**config.mk**
```make
export PLATFORM = sky130hd
export DESIGN_NAME = time_keeper
export DESIGN_NICKNAME = d
export VERILOG_FILES = /design/src/rtl/time_keeper.sv
export SDC_FILE = /design/constraint.sdc
export NUM_CORES = 1
export LEC_CHECK = 0
export CORE_MARGIN = 2
export CORE_UTILIZATION = 30
export DETAILED_ROUTE_END_ITERATION = 10
export PLACE_DENSITY = 0.55
export SYNTH_ARGS = -nofsm -noshare
export SYNTH_HDL_FRONTEND = slang
export SYNTH_SLANG_ARGS = --single-unit
```
**constraint.sdc**
```tcl
create_clock -name clk1sec -period 13.52 [get_ports clk1sec]
set_clock_uncertainty 0.2 [all_clocks]
set_input_delay 2.028 -clock clk1sec [delete_from_list [all_inputs] [get_ports clk1sec]]
set_output_delay 2.028 -clock clk1sec [all_outputs]
set_load 0.01 [all_outputs]
```
**src/rtl/time_keeper.sv**
```systemverilog
// Calendar and time-of-day counter advanced once per clk1sec edge, with Gregorian
// leap years, a clamped synchronous preset and a one-second midnight tick.
module time_keeper #(
    parameter logic [11:0] RST_YEAR = 12'd2021,
    parameter logic [2:0]  RST_WEEK = 3'd5
) (
    input  logic        clk1sec,
    input  logic        rst,
    input  logic        run,
    input  logic        set_en,
    input  logic [11:0] set_year,
    input  logic [7:0]  set_month,
    input  logic [7:0]  set_day,
    input  logic [7:0]  set_hour,
    input  logic [7:0]  set_minute,
    input  logic [7:0]  set_second,
    input  logic [2:0]  set_week,
    output logic [11:0] year,
    output logic [7:0]  month,
    output logic [7:0]  day,
    output logic [7:0]  hour,
    output logic [7:0]  minute,
    output logic [7:0]  second,
    output logic [2:0]  week,
    output logic        leap_year,
    output logic [4:0]  max_date,
    output logic        day_tick
);

    logic [11:0] r_year;
    logic [7:0]  r_month;
    logic [7:0]  r_day;
    logic [7:0]  r_hour;
    logic [7:0]  r_minute;
    logic [7:0]  r_second;
    logic [2:0]  r_week;
    logic        r_dayTick;

    function automatic logic isLeap(input logic [11:0] y);
        return ((y[1:0] == 2'b00) && ((y % 12'd100) != 12'd0)) || ((y % 12'd400) == 12'd0);
    endfunction

    function automatic logic [4:0] daysInMonth(input logic [7:0] m, input logic leap);
        case (m)
            8'd1, 8'd3, 8'd5, 8'd7, 8'd8, 8'd10, 8'd12: return 5'd31;
            8'd4, 8'd6, 8'd9, 8'd11:                    return 5'd30;
            8'd2:                                       return leap ? 5'd29 : 5'd28;
            default:                                    return 5'd0;
        endcase
    endfunction

    logic       w_leap;
    logic [4:0] w_maxDate;

    assign w_leap    = isLeap(r_year);
    assign w_maxDate = daysInMonth(r_month, w_leap);

    // Preset clamping; the day limit uses the already-clamped month.
    logic [7:0] w_setMonth;
    logic [7:0] w_setDay;
    logic [7:0] w_setHour;
    logic [7:0] w_setMinute;
    logic [7:0] w_setSecond;
    logic [2:0] w_setWeek;
    logic [4:0] w_setMax;

    always_comb begin
        w_setMonth  = set_month;
        w_setDay    = set_day;
        w_setHour   = set_hour;
        w_setMinute = set_minute;
        w_setSecond = set_second;
        w_setWeek   = set_week;
        if (set_month == 8'd0 || set_month > 8'd12) w_setMonth = 8'd1;
        w_setMax = daysInMonth(w_setMonth, isLeap(set_year));
        if (set_day == 8'd0)
            w_setDay = 8'd1;
        else if (set_day > {3'b000, w_setMax})
            w_setDay = {3'b000, w_setMax};
        if (set_hour > 8'd23)   w_setHour   = 8'd0;
        if (set_minute > 8'd59) w_setMinute = 8'd0;
        if (set_second > 8'd59) w_setSecond = 8'd0;
        if (set_week > 3'd6)    w_setWeek   = 3'd0;
    end

    logic w_secWrap;
    logic w_minWrap;
    logic w_hourWrap;
    logic w_hourCarry;
    logic w_dayCarry;
    logic w_monthCarry;
    logic w_yearCarry;

    assign w_secWrap    = r_second >= 8'd59;
    assign w_minWrap    = r_minute >= 8'd59;
    assign w_hourWrap   = r_hour >= 8'd23;
    assign w_hourCarry  = w_secWrap & w_minWrap;
    assign w_dayCarry   = w_hourCarry & w_hourWrap;
    assign w_monthCarry = w_dayCarry & (r_day >= {3'b000, w_maxDate});
    assign w_yearCarry  = w_monthCarry & (r_month >= 8'd12);

    always_ff @(posedge clk1sec or negedge rst) begin
        if (!rst) begin
            r_year    <= RST_YEAR;
            r_month   <= 8'd1;
            r_day     <= 8'd1;
            r_hour    <= 8'd0;
            r_minute  <= 8'd0;
            r_second  <= 8'd0;
            r_week    <= RST_WEEK;
            r_dayTick <= 1'b0;
        end else if (set_en) begin
            r_year    <= set_year;
            r_month   <= w_setMonth;
            r_day     <= w_setDay;
            r_hour    <= w_setHour;
            r_minute  <= w_setMinute;
            r_second  <= w_setSecond;
            r_week    <= w_setWeek;
            r_dayTick <= 1'b0;
        end else if (run) begin
            r_second  <= w_secWrap ? 8'd0 : r_second + 8'd1;
            r_dayTick <= w_dayCarry;
            if (w_secWrap)
                r_minute <= w_minWrap ? 8'd0 : r_minute + 8'd1;
            if (w_hourCarry)
                r_hour <= w_hourWrap ? 8'd0 : r_hour + 8'd1;
            if (w_dayCarry) begin
                r_day  <= w_monthCarry ? 8'd1 : r_day + 8'd1;
                r_week <= (r_week >= 3'd6) ? 3'd0 : r_week + 3'd1;
            end
            if (w_monthCarry)
                r_month <= w_yearCarry ? 8'd1 : r_month + 8'd1;
            // 12-bit add wraps 4095 to 0 on its own.
            if (w_yearCarry)
                r_year <= r_year + 12'd1;
        end
    end

    assign year      = r_year;
    assign month     = r_month;
    assign day       = r_day;
    assign hour      = r_hour;
    assign minute    = r_minute;
    assign second    = r_second;
    assign week      = r_week;
    assign day_tick  = r_dayTick;
    assign leap_year = w_leap;
    assign max_date  = w_maxDate;

endmodule

```
==> flow_summary.yaml <==
outcome:
  status: "finished clean"
timing:
  timing.fmax_mhz: 132
  setup_ws_ns: 5.95
  hold_viol_final: 0
  maxSlewViolCount: 0
  final-setup-viol-count: 0
  relSlewSlack: 0.220
  period_needed_ns: 7.57
  fin_tns_setup_ns: 0
  worst_slew_pin_slew_ns: 1.16
  fin_crit_sh: 0.560
  rsz0062_at_grt: "no"
synth:
  yosysSeqAreaShare: 0.232
  post_synth_num_cell_types: 117
  yosysWarnings: 0
  syn_inst: 771
  synth_edf_count: 0
  ys.flop_type: "dfrtp_1"
  syn-cell-area_um2: 6110
  synth-seq-cells: 56
  avgSynthCellArea_um2: 7.92
  async_flop_share: 1.00
critical_path:
  worstSetupPathType: "primary input to register"
  cp-start-kind: "primary input"
  reg2regPathDepth: 26
  reg2reg_to: "year[4]$_DFFE_PN0P_"
  path_cells: "clkdlybuf4s50_1, a21boi_0, o211ai_1, a41o_2, nor3_1, nor4_2, mux2i_1, o211ai_1, and2_1, o41ai_2, mux2_4, o31ai_4, inv_1, ha_1, nor2b_1, o21a_1, o21ai_0, nand2b_1, a21oi_1, a31oi_1, or2_2, nand2_1, a32oi_1, a21oi_1"
  r2r-start: "year[10]$_DFFE_PN1P_"
  cp_slowest_cell: "clkdlybuf4s50_1"
  cp.required_ns: 13.51
  cp_slowest_stage_delay_ns: 0.97
  crit_arrival_ns: 7.56
  worstPathMaxFanout: 21
  rrSetupSlack_ns: 6.38
  end_kind: "register"
routing:
  routed_via_density: 5.47
  drt_pass1_iterations: 4
  wl_mm: 17.9
  drc: 0
  ant_nets: 0
  drt_iter0_drc: 370
  vias: 6164
  wl_per_cell_um: 15.9
global_route:
  grt_max_degree: 57
  grt-ovfl-total: 0
  grt_pass1_wl_mm: 29.7
  grt.total_usage: 0.165
  antenna_found_initial: 0
  grt_pass1_vias: 5783
min_path:
  hold_depth: 2
  min_to: "week[2]$_DFFE_PN1P_"
  hold_class: "register to register"
  hold_path_startpoint: "week[2]$_DFFE_PN1P_"
power:
  switchingPower_uw: 776
  power.internal_uw: 799
  comb_power_share: 0.698
  swShare: 0.493
  power.density_nw_per_um2: 209
  clkPwrFrac: 0.085
  pwr-share-seq: 0.217
  leakagePower_uw: 0.00284
  total_power_uw: 1570
  ir_drop_mv: 0.0983
layout:
  final_cells: 1126
  final_common_cell: "clkdlybuf4s50_1"
  utilization: 0.375
  fill_cells: 2105
  nets: 936
  area_growth_pct: 23.4
  layout-drive-gt1-share: 0.102
  antenna_cells: 0
  layout_common_cells: "118 x clkdlybuf4s50_1, 75 x nor2_1, 61 x o21ai_0, 58 x a21oi_1, 53 x nand2_1"
clock_network:
  clk_pin_slew_ns: 0.07
  cts_max_path_buffers: 2
  clock-sinks: 56
  cts_inserted_buffers: 5
  postCtsSetupRepairBufs: 0
  cts_hold_buf: 0
  cts_tree: "built"
  cts_resized: 0
  cts_root_buf: "clkbuf_16"
  insertion_delay_ns: 0.31
  cts.htree.levels: 2
floorplanning:
  top_level_ports: 121
  start_util: 0.304
  dieArea_um2: 21500
  core-area_um2: 20100
  fp-row-count: 52
  fp.dieW_um: 147
  die_h_um: 147
place:
  dp_slack_ns: 5.63
  gp_congestion: 0.822
  place.port_buffers: 120
  dp_hpwl_mm: 13.6
  dp_cells: 1118
flow_run:
  maxCapViolCount: 0
-- through the flow --
stage	hold slack (ns)	area [um2]
2_1_floorplan	0.271	6110
3_3_place_gp	0.262	7390
3_5_place_dp	0.278	7390
4_1_cts	0.290	7530
5_1_grt	0.305	7530
6_report	0.283	7530
-- worst max-delay path: cells and delay by family --
family          cells  cell delay, ns
compound gates     12            2.70
fa+ha+maj           1            0.18
buf+inv             2            1.04
mux                 2            0.58
simple gates        7            1.04
-- cell usage after synthesis, drive strengths merged, types with 6 or more instances --
| library cell | n | area share |
|---|---|---|
| a211oi | 9 | 0.014 |
| a21o | 8 | 0.010 |
| a21oi | 61 | 0.053 |
| a22o | 7 | 0.010 |
| a22oi | 12 | 0.015 |
| a2bb2oi | 6 | 0.0096 |
| a31oi | 16 | 0.020 |
| and2 | 13 | 0.014 |
| and3 | 10 | 0.011 |
| buf | 28 | 0.034 |
| clkbuf | 22 | 0.014 |
| dfrtp | 44 | 0.18 |
| dfstp | 12 | 0.052 |
| ha | 22 | 0.045 |
| inv | 33 | 0.020 |
| mux2i | 7 | 0.011 |
| nand2 | 53 | 0.033 |
| nand2b | 14 | 0.014 |
| nand3 | 22 | 0.019 |
| nor2 | 78 | 0.049 |
| nor2b | 12 | 0.014 |
| nor3 | 35 | 0.035 |
| nor4 | 9 | 0.014 |
| o211ai | 10 | 0.012 |
| o21a | 6 | 0.0076 |
| o21ai | 70 | 0.060 |
| o221ai | 8 | 0.011 |
| o31ai | 6 | 0.010 |
| o32ai | 6 | 0.0086 |
| or2 | 10 | 0.010 |
| xnor2 | 9 | 0.013 |
-- kinds of logic (layout without fill, tap and decap cells) --
logic type	after synthesis	after routing	synth area share
multiplexers	12	12	0.0219
flip-flops	56	56	0.232
other	1	3	0.000614
AND/OR/NAND/NOR	288	288	0.254
AO/OA/AOI/OAI	294	294	0.356
buffers and inverters	84	167	0.0688
adder cells (fa/ha/maj)	23	23	0.0469
XOR/XNOR	13	13	0.0199
-- worst max-delay path by stage --
stage	startpoint	endpoint	slack, ns	cells past startpoint
6_report	set_year[9]	day[1]$_DFFE_PN0P_	5.95	24
5_1_grt	set_year[7]	day[1]$_DFFE_PN0P_	5.41	25
4_1_cts	set_year[7]	day[1]$_DFFE_PN0P_	5.94	25
3_5_place_dp	set_year[7]	day[1]$_DFFE_PN0P_	5.63	25
3_3_place_gp	set_year[7]	day[1]$_DFFE_PN0P_	5.76	25
2_1_floorplan	set_year[7]	day[1]$_DFFE_PN0P_	6.82	26
-- power by group through the flow --
stage | clock network [uW] | registers (uW) | logic, uW
6_report | 134 | 341 | 1100
5_1_grt | 145 | 356 | 1220
4_1_cts | 138 | 343 | 1100
3_5_place_dp | 0 | 345 | 1100
3_3_place_gp | 0 | 345 | 1090
2_1_floorplan | 0 | 282 | 858
-- layer usage --
| metal | up-vias | GRT usage | routed length, um |
|---|---|---|---|
| met5 | - | 0 | 0 |
| met4 | 0 | 0.0350 | 189 |
| met3 | 12 | 0.0166 | 427 |
| met2 | 96 | 0.275 | 8700 |
| met1 | 2973 | 0.230 | 8580 |
| li1 | 3083 | - | - |
-- area by class of cell --
type                            instances  area (um2)  area share
Timing Repair Buffer                  125        1230       0.163
Inverter                               34         128      0.0169
Sequential cell                        56        1420       0.188
Clock inverter                          2        16.3     0.00216
Tap cell                              270         338      0.0448
Clock buffer                            6         129      0.0171
Multi-Input combinational cell        633        4280       0.568
-- registers in the layout (all words and copies together), names as in the netlist --
signal	flops
day	8
week	3
minute	8
year	12
day_tick	1
second	8
hour	8
month	8
Power figures use the tool's default switching activity.
